$ cat config.mk
export PLATFORM = sky130hd
export DESIGN_NAME = change_dispenser_flat
export DESIGN_NICKNAME = d
export VERILOG_FILES = /design/src/rtl/change_dispenser_if.sv /design/src/rtl/change_dispenser.sv /design/src/flat_wrapper.sv
export SDC_FILE = /design/constraint.sdc
export NUM_CORES = 1
export LEC_CHECK = 0
export ABC_AREA = 1
export CAP_MARGIN = 20
export CORE_ASPECT_RATIO = 1.75
export CORE_MARGIN = 5
export CORE_UTILIZATION = 44
export CTS_CLUSTER_DIAMETER = 40
export DETAILED_ROUTE_END_ITERATION = 7
export PLACE_DENSITY = 0.68
export SLEW_MARGIN = 20
export SYNTH_ARGS = -nofsm -noshare
export SYNTH_HDL_FRONTEND = slang
export SYNTH_SLANG_ARGS = --single-unit
export TNS_END_PERCENT = 20
$ cat constraint.sdc
create_clock -name CLK -period 2.4 [get_ports CLK]
set_clock_uncertainty 0.05 [all_clocks]
set_input_delay 0.36 -clock CLK [delete_from_list [all_inputs] [get_ports CLK]]
set_output_delay 0.36 -clock CLK [all_outputs]
set_load 0.05 [all_outputs]
$ cat src/rtl/change_dispenser_if.sv
// -----------------------------------------------------------------------------
// change_dispenser_if
//   Bundles the request, hopper and status signals of the change dispenser.
//   master : vending controller / hopper side (drives request, empty flags, ack)
//   slave  : change_dispenser itself
//
//   start      1  one-cycle change request
//   amount     7  change to pay, unsigned
//   empty      4  hopper empty flags (bit0=1, bit1=2, bit2=10, bit3=20)
//   coin_ack   1  hopper drop sensor
//   eject      1  coin release pulse
//   eject_sel  2  denomination code (00=1, 01=2, 10=10, 11=20)
//   busy       1  payout in progress
//   done       1  one-cycle completion pulse
//   fault      1  sticky, change could not be completed
//   remaining  7  amount still owed
//   dispensed  7  amount paid in the current transaction
// -----------------------------------------------------------------------------
interface change_dispenser_if;
  logic       start;
  logic [6:0] amount;
  logic [3:0] empty;
  logic       coin_ack;
  logic       eject;
  logic [1:0] eject_sel;
  logic       busy;
  logic       done;
  logic       fault;
  logic [6:0] remaining;
  logic [6:0] dispensed;

  modport master (
    output start, amount, empty, coin_ack,
    input  eject, eject_sel, busy, done, fault, remaining, dispensed
  );

  modport slave (
    input  start, amount, empty, coin_ack,
    output eject, eject_sel, busy, done, fault, remaining, dispensed
  );
endinterface

$ cat src/rtl/change_dispenser.sv
// -----------------------------------------------------------------------------
// change_dispenser
//   Pays out a change amount through the coin hopper, largest available
//   denomination first (20, 10, 2, 1). Each coin is an eject pulse answered by
//   a rising edge on the hopper drop sensor, guarded by a timeout.
//
//   Parameters
//     PULSE_LEN  cycles eject is held high per coin (>=1)
//     TIMEOUT    cycles from eject rise without ack before a jam (> PULSE_LEN)
//
//   Ports
//     CLK   clock, rising edge
//     RST   asynchronous active-low reset
//     bus   change_dispenser_if.slave (request, hopper handshake, status)
//
//   Optional feature
//     CHANGE_JAM_FALLBACK_EN  defined: a timed-out denomination is masked as
//                             jammed and payout falls back to smaller coins.
//                             undefined: a timeout goes straight to FAULT.
// -----------------------------------------------------------------------------
module change_dispenser #(
  parameter int PULSE_LEN = 4,
  parameter int TIMEOUT   = 255
) (
  input logic               CLK,
  input logic               RST,
  change_dispenser_if.slave bus
);
  localparam int TW = $clog2(TIMEOUT + 1);

  localparam logic [2:0] S_IDLE     = 3'd0;
  localparam logic [2:0] S_SELECT   = 3'd1;
  localparam logic [2:0] S_PULSE    = 3'd2;
  localparam logic [2:0] S_WAIT_ACK = 3'd3;
  localparam logic [2:0] S_DONE     = 3'd4;
  localparam logic [2:0] S_FAULT    = 3'd5;

  logic [2:0]    state_q, state_d;
  logic [6:0]    rem_q, rem_d;
  logic [6:0]    disp_q, disp_d;
  logic [1:0]    sel_q, sel_d;
  logic [TW-1:0] tmr_q, tmr_d;
  logic          eject_q, eject_d;
  logic          busy_q, busy_d;
  logic          done_q, done_d;
  logic          fault_q, fault_d;
  logic          ack_prev_q;

  logic [3:0]    jam_mask;
  logic [3:0]    avail;
  logic          pick_ok;
  logic [1:0]    pick_sel;
  logic [6:0]    sel_val;
  logic          ack_rise;

  function automatic logic [6:0] coin_value(input logic [1:0] code);
    case (code)
      2'b00:   return 7'd1;
      2'b01:   return 7'd2;
      2'b10:   return 7'd10;
      default: return 7'd20;
    endcase
  endfunction

`ifdef CHANGE_JAM_FALLBACK_EN
  logic [3:0] jam_q, jam_d;
  assign jam_mask = jam_q;
`else
  assign jam_mask = 4'b0000;
`endif

  // A denomination qualifies when it is stocked, not jammed and fits the
  // amount still owed, so the subtraction below can never underflow.
  for (genvar gi = 0; gi < 4; gi++) begin : g_avail
    assign avail[gi] = !bus.empty[gi] && !jam_mask[gi] && (rem_q >= coin_value(2'(gi)));
  end

  always_comb begin
    pick_ok  = 1'b1;
    pick_sel = 2'b00;
    if (avail[3])      pick_sel = 2'b11;
    else if (avail[2]) pick_sel = 2'b10;
    else if (avail[1]) pick_sel = 2'b01;
    else if (avail[0]) pick_sel = 2'b00;
    else               pick_ok  = 1'b0;
  end

  assign sel_val  = coin_value(sel_q);
  // Only the rising edge counts, so an ack held across cycles is one coin.
  assign ack_rise = bus.coin_ack && !ack_prev_q;

  always_comb begin
    state_d = state_q;
    rem_d   = rem_q;
    disp_d  = disp_q;
    sel_d   = sel_q;
    tmr_d   = tmr_q;
    eject_d = eject_q;
`ifdef CHANGE_JAM_FALLBACK_EN
    jam_d   = jam_q;
`endif
    case (state_q)
      S_IDLE, S_FAULT: begin
        if (bus.start) begin
          rem_d   = bus.amount;
          disp_d  = 7'd0;
`ifdef CHANGE_JAM_FALLBACK_EN
          jam_d   = 4'b0000;
`endif
          state_d = (bus.amount == 7'd0) ? S_DONE : S_SELECT;
        end
      end
      S_SELECT: begin
        if (rem_q == 7'd0) begin
          state_d = S_DONE;
        end else if (pick_ok) begin
          sel_d   = pick_sel;
          tmr_d   = '0;
          eject_d = 1'b1;
          state_d = S_PULSE;
        end else begin
          state_d = S_FAULT;
        end
      end
      S_PULSE, S_WAIT_ACK: begin
        tmr_d = tmr_q + 1'b1;
        // Ack has priority over both the end of the pulse and the timeout.
        if (ack_rise) begin
          rem_d   = rem_q - sel_val;
          disp_d  = disp_q + sel_val;
          eject_d = 1'b0;
          state_d = S_SELECT;
        end else if (state_q == S_WAIT_ACK && tmr_q == TW'(TIMEOUT - 1)) begin
`ifdef CHANGE_JAM_FALLBACK_EN
          jam_d[sel_q] = 1'b1;
          state_d      = S_SELECT;
`else
          state_d      = S_FAULT;
`endif
        end else if (state_q == S_PULSE && tmr_q == TW'(PULSE_LEN - 1)) begin
          eject_d = 1'b0;
          state_d = S_WAIT_ACK;
        end
      end
      S_DONE:  state_d = S_IDLE;
      default: state_d = S_IDLE;
    endcase
  end

  // A zero-amount request goes IDLE -> DONE without ever raising busy;
  // DONE entered from a real payout keeps busy high through the done pulse.
  assign busy_d  = (state_d == S_SELECT) || (state_d == S_PULSE) || (state_d == S_WAIT_ACK) ||
                   ((state_d == S_DONE) && (state_q == S_SELECT));
  assign done_d  = (state_d == S_DONE);
  assign fault_d = (state_d == S_FAULT);

  always_ff @(posedge CLK or negedge RST) begin
    if (!RST) begin
      state_q    <= S_IDLE;
      rem_q      <= 7'd0;
      disp_q     <= 7'd0;
      sel_q      <= 2'b00;
      tmr_q      <= '0;
      eject_q    <= 1'b0;
      busy_q     <= 1'b0;
      done_q     <= 1'b0;
      fault_q    <= 1'b0;
      ack_prev_q <= 1'b0;
`ifdef CHANGE_JAM_FALLBACK_EN
      jam_q      <= 4'b0000;
`endif
    end else begin
      state_q    <= state_d;
      rem_q      <= rem_d;
      disp_q     <= disp_d;
      sel_q      <= sel_d;
      tmr_q      <= tmr_d;
      eject_q    <= eject_d;
      busy_q     <= busy_d;
      done_q     <= done_d;
      fault_q    <= fault_d;
      ack_prev_q <= bus.coin_ack;
`ifdef CHANGE_JAM_FALLBACK_EN
      jam_q      <= jam_d;
`endif
    end
  end

  assign bus.eject     = eject_q;
  assign bus.eject_sel = sel_q;
  assign bus.busy      = busy_q;
  assign bus.done      = done_q;
  assign bus.fault     = fault_q;
  assign bus.remaining = rem_q;
  assign bus.dispensed = disp_q;
endmodule

$ cat src/flat_wrapper.sv
// flat-port wrapper written by rule: the top's interface ports become plain ports
module change_dispenser_flat 
#(
  parameter int PULSE_LEN = 4,
  parameter int TIMEOUT   = 255
)
  (CLK, RST, bus_start, bus_amount, bus_empty, bus_coin_ack, bus_eject, bus_eject_sel, bus_busy, bus_done, bus_fault, bus_remaining, bus_dispensed);
  change_dispenser_if bus_i ();
  input logic CLK;
  input logic RST;
  input wire logic [$bits(bus_i.start)-1:0] bus_start;
  input wire logic [$bits(bus_i.amount)-1:0] bus_amount;
  input wire logic [$bits(bus_i.empty)-1:0] bus_empty;
  input wire logic [$bits(bus_i.coin_ack)-1:0] bus_coin_ack;
  output wire logic [$bits(bus_i.eject)-1:0] bus_eject;
  output wire logic [$bits(bus_i.eject_sel)-1:0] bus_eject_sel;
  output wire logic [$bits(bus_i.busy)-1:0] bus_busy;
  output wire logic [$bits(bus_i.done)-1:0] bus_done;
  output wire logic [$bits(bus_i.fault)-1:0] bus_fault;
  output wire logic [$bits(bus_i.remaining)-1:0] bus_remaining;
  output wire logic [$bits(bus_i.dispensed)-1:0] bus_dispensed;
  assign bus_i.start = bus_start;
  assign bus_i.amount = bus_amount;
  assign bus_i.empty = bus_empty;
  assign bus_i.coin_ack = bus_coin_ack;
  assign bus_eject = bus_i.eject;
  assign bus_eject_sel = bus_i.eject_sel;
  assign bus_busy = bus_i.busy;
  assign bus_done = bus_i.done;
  assign bus_fault = bus_i.fault;
  assign bus_remaining = bus_i.remaining;
  assign bus_dispensed = bus_i.dispensed;
  change_dispenser #(.PULSE_LEN(PULSE_LEN), .TIMEOUT(TIMEOUT)) u_core (.CLK(CLK), .RST(RST), .bus(bus_i));
endmodule
==> reports/metrics.yaml <==
status:
  outcome: "finished, final reports clean"
synthesis:
  yosys_register_bits: 32
  ys_warn_count: 0
  synth_top_area_share: 0.373
  yosysUniqueCellTypes: 37
  yosysTopAreaCell: "dfrtp_1"
  avgSynthCellArea_um2: 7.93
  synthTopCellsByArea: "dfrtp_1, nand2_1, ha_1, nor2_1, inv_1"
  async_flop_share: 1.00
  synth_nets: 303
  synth-seq-area-share: 0.373
  netlist_instances: 271
  netlist_area_um2: 2150
  synthFlopType: "dfrtp_1"
  synth_common_cells: "nand2_1, dfrtp_1, nor2_1"
  yosysMostFrequentCell: "nand2_1"
  synth_edf_count: 0
grt:
  grt.overflow.total: 0
  grt_pass1_wl_mm: 8.62
  antenna_found_initial: 0
  grt_max_degree: 33
  grt_pass1_vias: 1926
  grt_usage: 0.167
timing:
  fin_setup_tns_ns: 0
  timing.final.ws_setup_ns: 0.191
  rsz0062_at_grt: "no"
  period_share: 0.920
  fmax_mhz: 453
  finalHoldViolCount: 0
  fin_crit_ns: 2.21
  relSlewSlack: 0.662
  drv_slew: 0
  worst_pin_slew_ns: 0.505
  setup_viol: 0
die:
  die_h_um: 102
  die_x_um: 62.8
  start_util: 0.457
  die-area_um2: 6440
  ioPinCount: 35
  core_um2: 4710
  rows: 33
power:
  powerDensity_nw_per_um2: 1520
  cellLeakagePower_nw: 1.26
  total_power_mw: 4.01
  ir_worst_vdd_uv: 862
drt:
  drc: 0
  drt_first_pass_iters: 4
  via_per_inst: 5.19
  wl_per_cell_um: 14.1
  num_vias: 1877
  routed_wirelength_mm: 5.09
  drt_first_iter_violations: 83
  postRouteAntennaNets: 0
clock_network:
  postCtsHoldBufs: 0
  insertion_delay_ns: 0.29
  cts_resized: 0
  cts_setup_buffers: 0
  cts_tree: "yes"
  cts_made_buffers: 5
  htreeDepth: 2
  clkTransAtPathRegs_ns: 0.07
  cts.sinks: 32
  cts_buffer_depth: 2
  cts-root-buf: "clkbuf_8"
setup_path:
  required_ns: 2.56
  ff2ff_setup_slack_ns: 0.19
  crit_family: "adder cells"
  slowest_delay_ns: 0.43
  critical_path_class: "flip-flop to flip-flop"
  cp_num_buf_inv: 1
  crit_path_start_kind: "flip-flop"
  path_cells: "inv_1, ha_1, ha_1, fa_1, nand3b_1, nand2_1, nand2_1, nand3_1, xor2_1, nor2_1, o22ai_2"
  endpoint_kind: "flip-flop"
  cp_slowest_cell: "fa_1"
  cp.arrival_ns: 2.37
  path_max_fanout: 4
finish:
  area_growth_syn_to_layout_pct: 23.1
  nFillCells: 464
  drive_above_1_share: 0.123
  post_layout_nonfiller_instances: 362
  diodes: 0
  fin_util: 0.562
  nets: 341
placement:
  pre_cts_ws_ns: 0.224
  placed_cells: 354
  globalplace.congestion: 0.839
  place.port_buffers: 34
  dp_hpwl_mm: 3.89
flow_run:
  maxCapViolCount: 0
min_path:
  min_path_type: "input pin to asynchronous set/reset pin"
layout make-up:
type | instances | area, µm² | area share
clock buffers | 6 | 72.6 | 0.0274
inverters | 36 | 135 | 0.0511
well taps | 52 | 65.1 | 0.0246
flip-flops and latches | 32 | 801 | 0.303
clock inverters | 2 | 35.0 | 0.0132
multi-input cells | 199 | 1190 | 0.449
repair buffers | 35 | 348 | 0.132
metrics by stage:
stage	area (µm²)	hold WS, ns
after floorplan	2150	0.0144
after global placement	2540	0.424
after detailed placement	2540	0.424
after CTS	2650	0.445
after global routing	2650	0.477
final	2650	0.429
power by group:
part           switching, mW  total (mW)  leakage, nW  internal [mW]
combinational           1.65        2.56        0.801          0.910
clock                  0.209       0.518       0.0552          0.308
sequential             0.209       0.936        0.407          0.726
logic make-up (layout without fill, tap and decap cells):
| logic type | after synthesis | count (layout) | synth area share |
|---|---|---|---|
| buf+inv | 40 | 79 | 0.0745 |
| simple gates | 128 | 128 | 0.278 |
| flops | 32 | 32 | 0.373 |
| fa+ha+maj | 17 | 17 | 0.106 |
| xor+xnor | 10 | 10 | 0.0407 |
| compound gates | 44 | 44 | 0.128 |
routing by layer:
layer	global-route usage	wire, µm	vias up
li1	-	-	956
met1	0.179	2060	867
met3	0.0341	206	13
met5	0	0	-
met4	0.0801	142	0
met2	0.311	2690	41
cells in the final DEF (no fill, tap or decap), drive strengths merged, types with 3 or more instances in the layout:
cell           instances
o211ai                 3
o22ai                  8
inv                   36
nor3                   4
clkdlybuf4s50         34
clkbuf                 6
xor2                   7
o21ai                 17
nand2                 61
a21oi                 11
or2                    3
nand3b                 3
ha                    15
nand3                 13
nor2                  38
dfrtp                 32
xnor2                  3
nand4                  3
flip-flops by register name, summed over array words and instances (netlist names):
name and flops:
u_core.tmr_q 8, u_core.bus.dispensed 7, u_core.bus.remaining 7, u_core.state_q 3
u_core.bus.eject_sel 2, u_core.ack_prev_q 1, u_core.bus.busy 1, u_core.bus.done 1
u_core.bus.eject 1, u_core.bus.fault 1
worst paths after layout:
| kind | to | startpoint | depth (start not counted) |
|---|---|---|---|
| worst min-delay path | u_core.tmr_q[4]$_DFFE_PN0P_ | RST | 2 |
| worst min register to register | u_core.bus.eject$_DFFE_PN0P_ | u_core.bus.eject$_DFFE_PN0P_ | 1 |
| min in group CLK | u_core.bus.eject$_DFFE_PN0P_ | u_core.bus.eject$_DFFE_PN0P_ | 1 |
| max in group asynchronous | u_core.tmr_q[5]$_DFFE_PN0P_ | RST | 2 |
| worst max register to register | u_core.bus.remaining[6]$_DFFE_PN0P_ | u_core.bus.eject_sel[0]$_DFFE_PN0P_ | 11 |
| worst max-delay path | u_core.bus.remaining[6]$_DFFE_PN0P_ | u_core.bus.eject_sel[0]$_DFFE_PN0P_ | 11 |
Power figures use the tool's default switching activity.
==> RTL edit 1: new RTL, same settings <==
`TIMEOUT` is set to 255 in 2 places; all go to 510.
--- a/src/rtl/change_dispenser.sv
+++ b/src/rtl/change_dispenser.sv
@@ -22,3 +22,3 @@
   parameter int PULSE_LEN = 4,
-  parameter int TIMEOUT   = 255
+  parameter int TIMEOUT   = 510
 ) (
--- a/src/flat_wrapper.sv
+++ b/src/flat_wrapper.sv
@@ -4,3 +4,3 @@
   parameter int PULSE_LEN = 4,
-  parameter int TIMEOUT   = 255
+  parameter int TIMEOUT   = 510
 )
Behaviour: no difference found for any inputs over 10 cycles, from zero or initial values and one cycle with RST low; that may be too few to reach the edited logic, so the function may still have changed.
==> RTL edit 1 against the original RTL <==
- wire length grew 13%
- sequential cell count up 1
- first-iteration DRC count rose by 29%
- non-clock buffer count is 3 higher
- setup slack better by 0.072 ns
- area after synthesis increased by 1.3%
- combinational power down 2%
- total power is 3.9% lower
- final area up 1.0%
- largest cell class unchanged
- core utilization decreased by 1.6 points
==> RTL edit 1: results <==
{
  "nNonClkBuffers": 38,
  "n_clock_buffer": 7,
  "buffer_area_frac": 0.1386,
  "worst_pin_slew_ns": 0.5491,
  "inverters_excl_clock": 44,
  "worstPathMaxFanout": 3,
  "grt_pass1_vias": 2070,
  "clock_area_frac": 0.03137,
  "clkPwrFrac": 0.106,
  "wl_met1_mm": 2.147,
  "grt.total_usage": 0.1955,
  "dpl.hpwl_mm": 4.376,
  "grt_max_degree": 34,
  "whs_ns": 0.4395,
  "synthesis.nets": 330,
  "use_met1": 0.2064,
  "multi_input_area_sq_um": 1160,
  "yosys.area_share.xor_xnor": 0.01608,
  "critPathArrivalTime_ns": 2.25,
  "grt_pass1_wl_mm": 9.880,
  "met3_usage": 0.02835,
  "gp_congestion": 0.8606,
  "outcome": "completed",
  "p_switching_uw": 2049,
  "ys_top_cells_by_area": "dfrtp_1 38%, nand2_1 12%, ha_1 8.6%",
  "drive_gt1_frac": 0.06176,
  "drt_wl_total_mm": 5.734,
  "yosys_register_bits": 33,
  "synth_fa_ha_area_frac": 0.1045,
  "multi_input_gates": 217,
  "leakage_uw": 0.001295,
  "first_iter_violations": 107,
  "seq_power_share": 0.243
}
## RTL edit 1: changes by cell type after synthesis, moves of 3 or more
cell / change
nand3b_1: -3
nor2_1: +3
xor2_1: -5
inv_1: +13
o21ai_0: +14
inv_2: -5
nand2_1: +17
o22ai_1: -3
nand3_1: +9
## RTL edit 1: what timing repair did
item,in CTS,in global routing
resized for setup,0,1
endpoints found under the hold margin,0,0
hold buffers,0,0
setup endpoints to repair,0,1
## RTL edit 1: metrics by stage
step | std cells | worst slack, ns | power (uW) | area, sq um
finish | 394 | 0.2632 | 3854 | 2673
detailed placement | 386 | 0.2322 | 3449 | 2589
global placement | 386 | 0.3010 | 3450 | 2589
CTS | 394 | 0.2071 | 3877 | 2673
global route | 394 | 0.01878 | 4248 | 2673
floorplan | 298 | 0.04870 | 2727 | 2178
==> RTL edit 2: new RTL, same settings <==
Without the edit above. Make the reset (`RST`) synchronous in one clocked block. Comments in the files are not updated.
--- a/src/rtl/change_dispenser.sv
+++ b/src/rtl/change_dispenser.sv
@@ -156,3 +156,3 @@
 
-  always_ff @(posedge CLK or negedge RST) begin
+  always_ff @(posedge CLK) begin
     if (!RST) begin
Behaviour: differs if RST is asserted again (counterexample within 4 cycles, from zero or initial values and one cycle with RST low); with RST held inactive, the same outputs for 10 cycles.
==> RTL edit 2 against the original RTL <==
- final area up 1.2%
- via count increased by 16%
- area after synthesis increased by 0.47%
- final cell count increased by 11%
- global-route usage up 1.5 points
- setup slack improved by 0.083 ns
- combinational power down 17%
- core utilization is 0.20 points higher
- wire length rose by 10%
- total power shrank 12%
- sequential cell count did not move
- critical endpoint is now u_core.bus.remaining[6]$_SDFFE_PN0P_
- count of clock-buffer cells in the layout up 1
- first-iteration DRC count is 14% lower
==> RTL edit 2: results <==
{
  "outcome": "completed",
  "critPathArrivalTime_ns": 2.29,
  "wl_per_cell_um": 13.97,
  "fin_crit_ns": 2.126,
  "yosys.area_share.xor_xnor": 0.004056,
  "whs_ns": 0.4169,
  "wl_met2_mm": 3.084,
  "synthArstFlopShare": 0,
  "ys_top_cells_by_area": "dfxtp_1 30%, nand2_1 10%, ha_1 8.7%",
  "fill_cells": 457,
  "dpl.hpwl_mm": 4.429,
  "synthesis.nets": 343,
  "syn_inst": 311,
  "placed_area_sq_um": 2551,
  "grt_pass1_vias": 2095,
  "rr_worst_depth": 13,
  "wl_met3_um": 198,
  "largest_register_ffs": 8,
  "max_stage_delay_ns": 0.39,
  "first_pass_iters": 4,
  "portBuffers": 34,
  "clk_root_buffer_cell": "clkbuf_8",
  "min_path_type": "flip-flop to flip-flop",
  "gp_congestion": 0.8813,
  "cpMaxStageDelayCell": "fa_1",
  "synth_fa_ha_area_frac": 0.1054,
  "place_inst": 393,
  "grtUsageMet2": 0.3502,
  "rrSetupSlack_ns": 0.27,
  "leakage_uw": 0.001216,
  "worstPathMaxFanout": 3,
  "worst_pin_slew_ns": 0.5407,
  "grt.total_usage": 0.1821,
  "use_met1": 0.1746,
  "grt_max_degree": 17,
  "ys_warn_count": 0,
  "synth_common_cells": "58 x nand2_1, 36 x inv_1, 34 x nor2_1",
  "met3_usage": 0.03817,
  "post-cts-setup-buffer-count": 0,
  "ys_types": 37,
  "drive_gt1_frac": 0.1175,
  "finalNonFillerCells": 401,
  "nNetsFinal": 380,
  "ys.flop_type": "dfxtp_1",
  "insertion_delay_ns": 0.29,
  "dpl_worst_slack_ns": 0.2806,
  "rr_startpoint": "u_core.bus.eject_sel[0]$_SDFFE_PN0P_",
  "peakVddDrop_mv": 0.7409,
  "wl_met1_mm": 2.070,
  "seq_area_frac_synth": 0.2966,
  "vias": 2171,
  "muxShareOfSynthArea": 0,
  "grt_pass1_wl_mm": 9.315,
  "r2r-end": "u_core.bus.remaining[6]$_SDFFE_PN0P_",
  "synth_compound_area_frac": 0.1854,
  "cap_violations": 0,
  "first_iter_violations": 71
}
## RTL edit 2: cell type report
class	instances	area, sq um	area share
clock buffer	7	96.34	0.03598
tap	52	65.06	0.02430
timing repair buffer	37	362.8	0.1355
sequential	32	640.6	0.2393
multi-input combinational	232	1330	0.4967
clock inverter	1	30.03	0.01121
inverter	40	152.6	0.05701
## RTL edit 2: power by group
group | switching, uW | internal [uW]
clock | 211 | 366
combinational | 1400 | 730
sequential | 150 | 665
## RTL edit 2: logic make-up (layout without fill, tap and decap cells)
group | Yosys count | in the layout
adders and majority gates | 17 | 17
AOI/OAI and AO/OA | 69 | 69
buffers and inverters | 47 | 85
DFF | 32 | 32
and+or+nand+nor | 145 | 145
xor gates and xnor gates | 1 | 1
## RTL edit 2: worst max-delay path: cells and delay by family, from the launching register on
family          cells  cell delay (ns)
flops               1             0.35
compound gates      2             0.21
fa+ha+maj           3             0.84
simple gates        6             0.43
buf+inv             2             0.17
## RTL edit 2: worst max-delay path by stage
stage / startpoint / depth (start not counted) / end
after floorplan: u_core.bus.eject_sel[0]$_SDFFE_PN0P_ / 13 / u_core.bus.remaining[6]$_SDFFE_PN0P_
after global placement: u_core.bus.eject_sel[0]$_SDFFE_PN0P_ / 13 / u_core.bus.remaining[6]$_SDFFE_PN0P_
after detailed placement: u_core.bus.eject_sel[0]$_SDFFE_PN0P_ / 13 / u_core.bus.remaining[6]$_SDFFE_PN0P_
after CTS: u_core.bus.eject_sel[0]$_SDFFE_PN0P_ / 13 / u_core.bus.remaining[6]$_SDFFE_PN0P_
after global routing: u_core.bus.eject_sel[0]$_SDFFE_PN0P_ / 13 / u_core.bus.remaining[6]$_SDFFE_PN0P_
final: u_core.bus.eject_sel[0]$_SDFFE_PN0P_ / 13 / u_core.bus.remaining[6]$_SDFFE_PN0P_
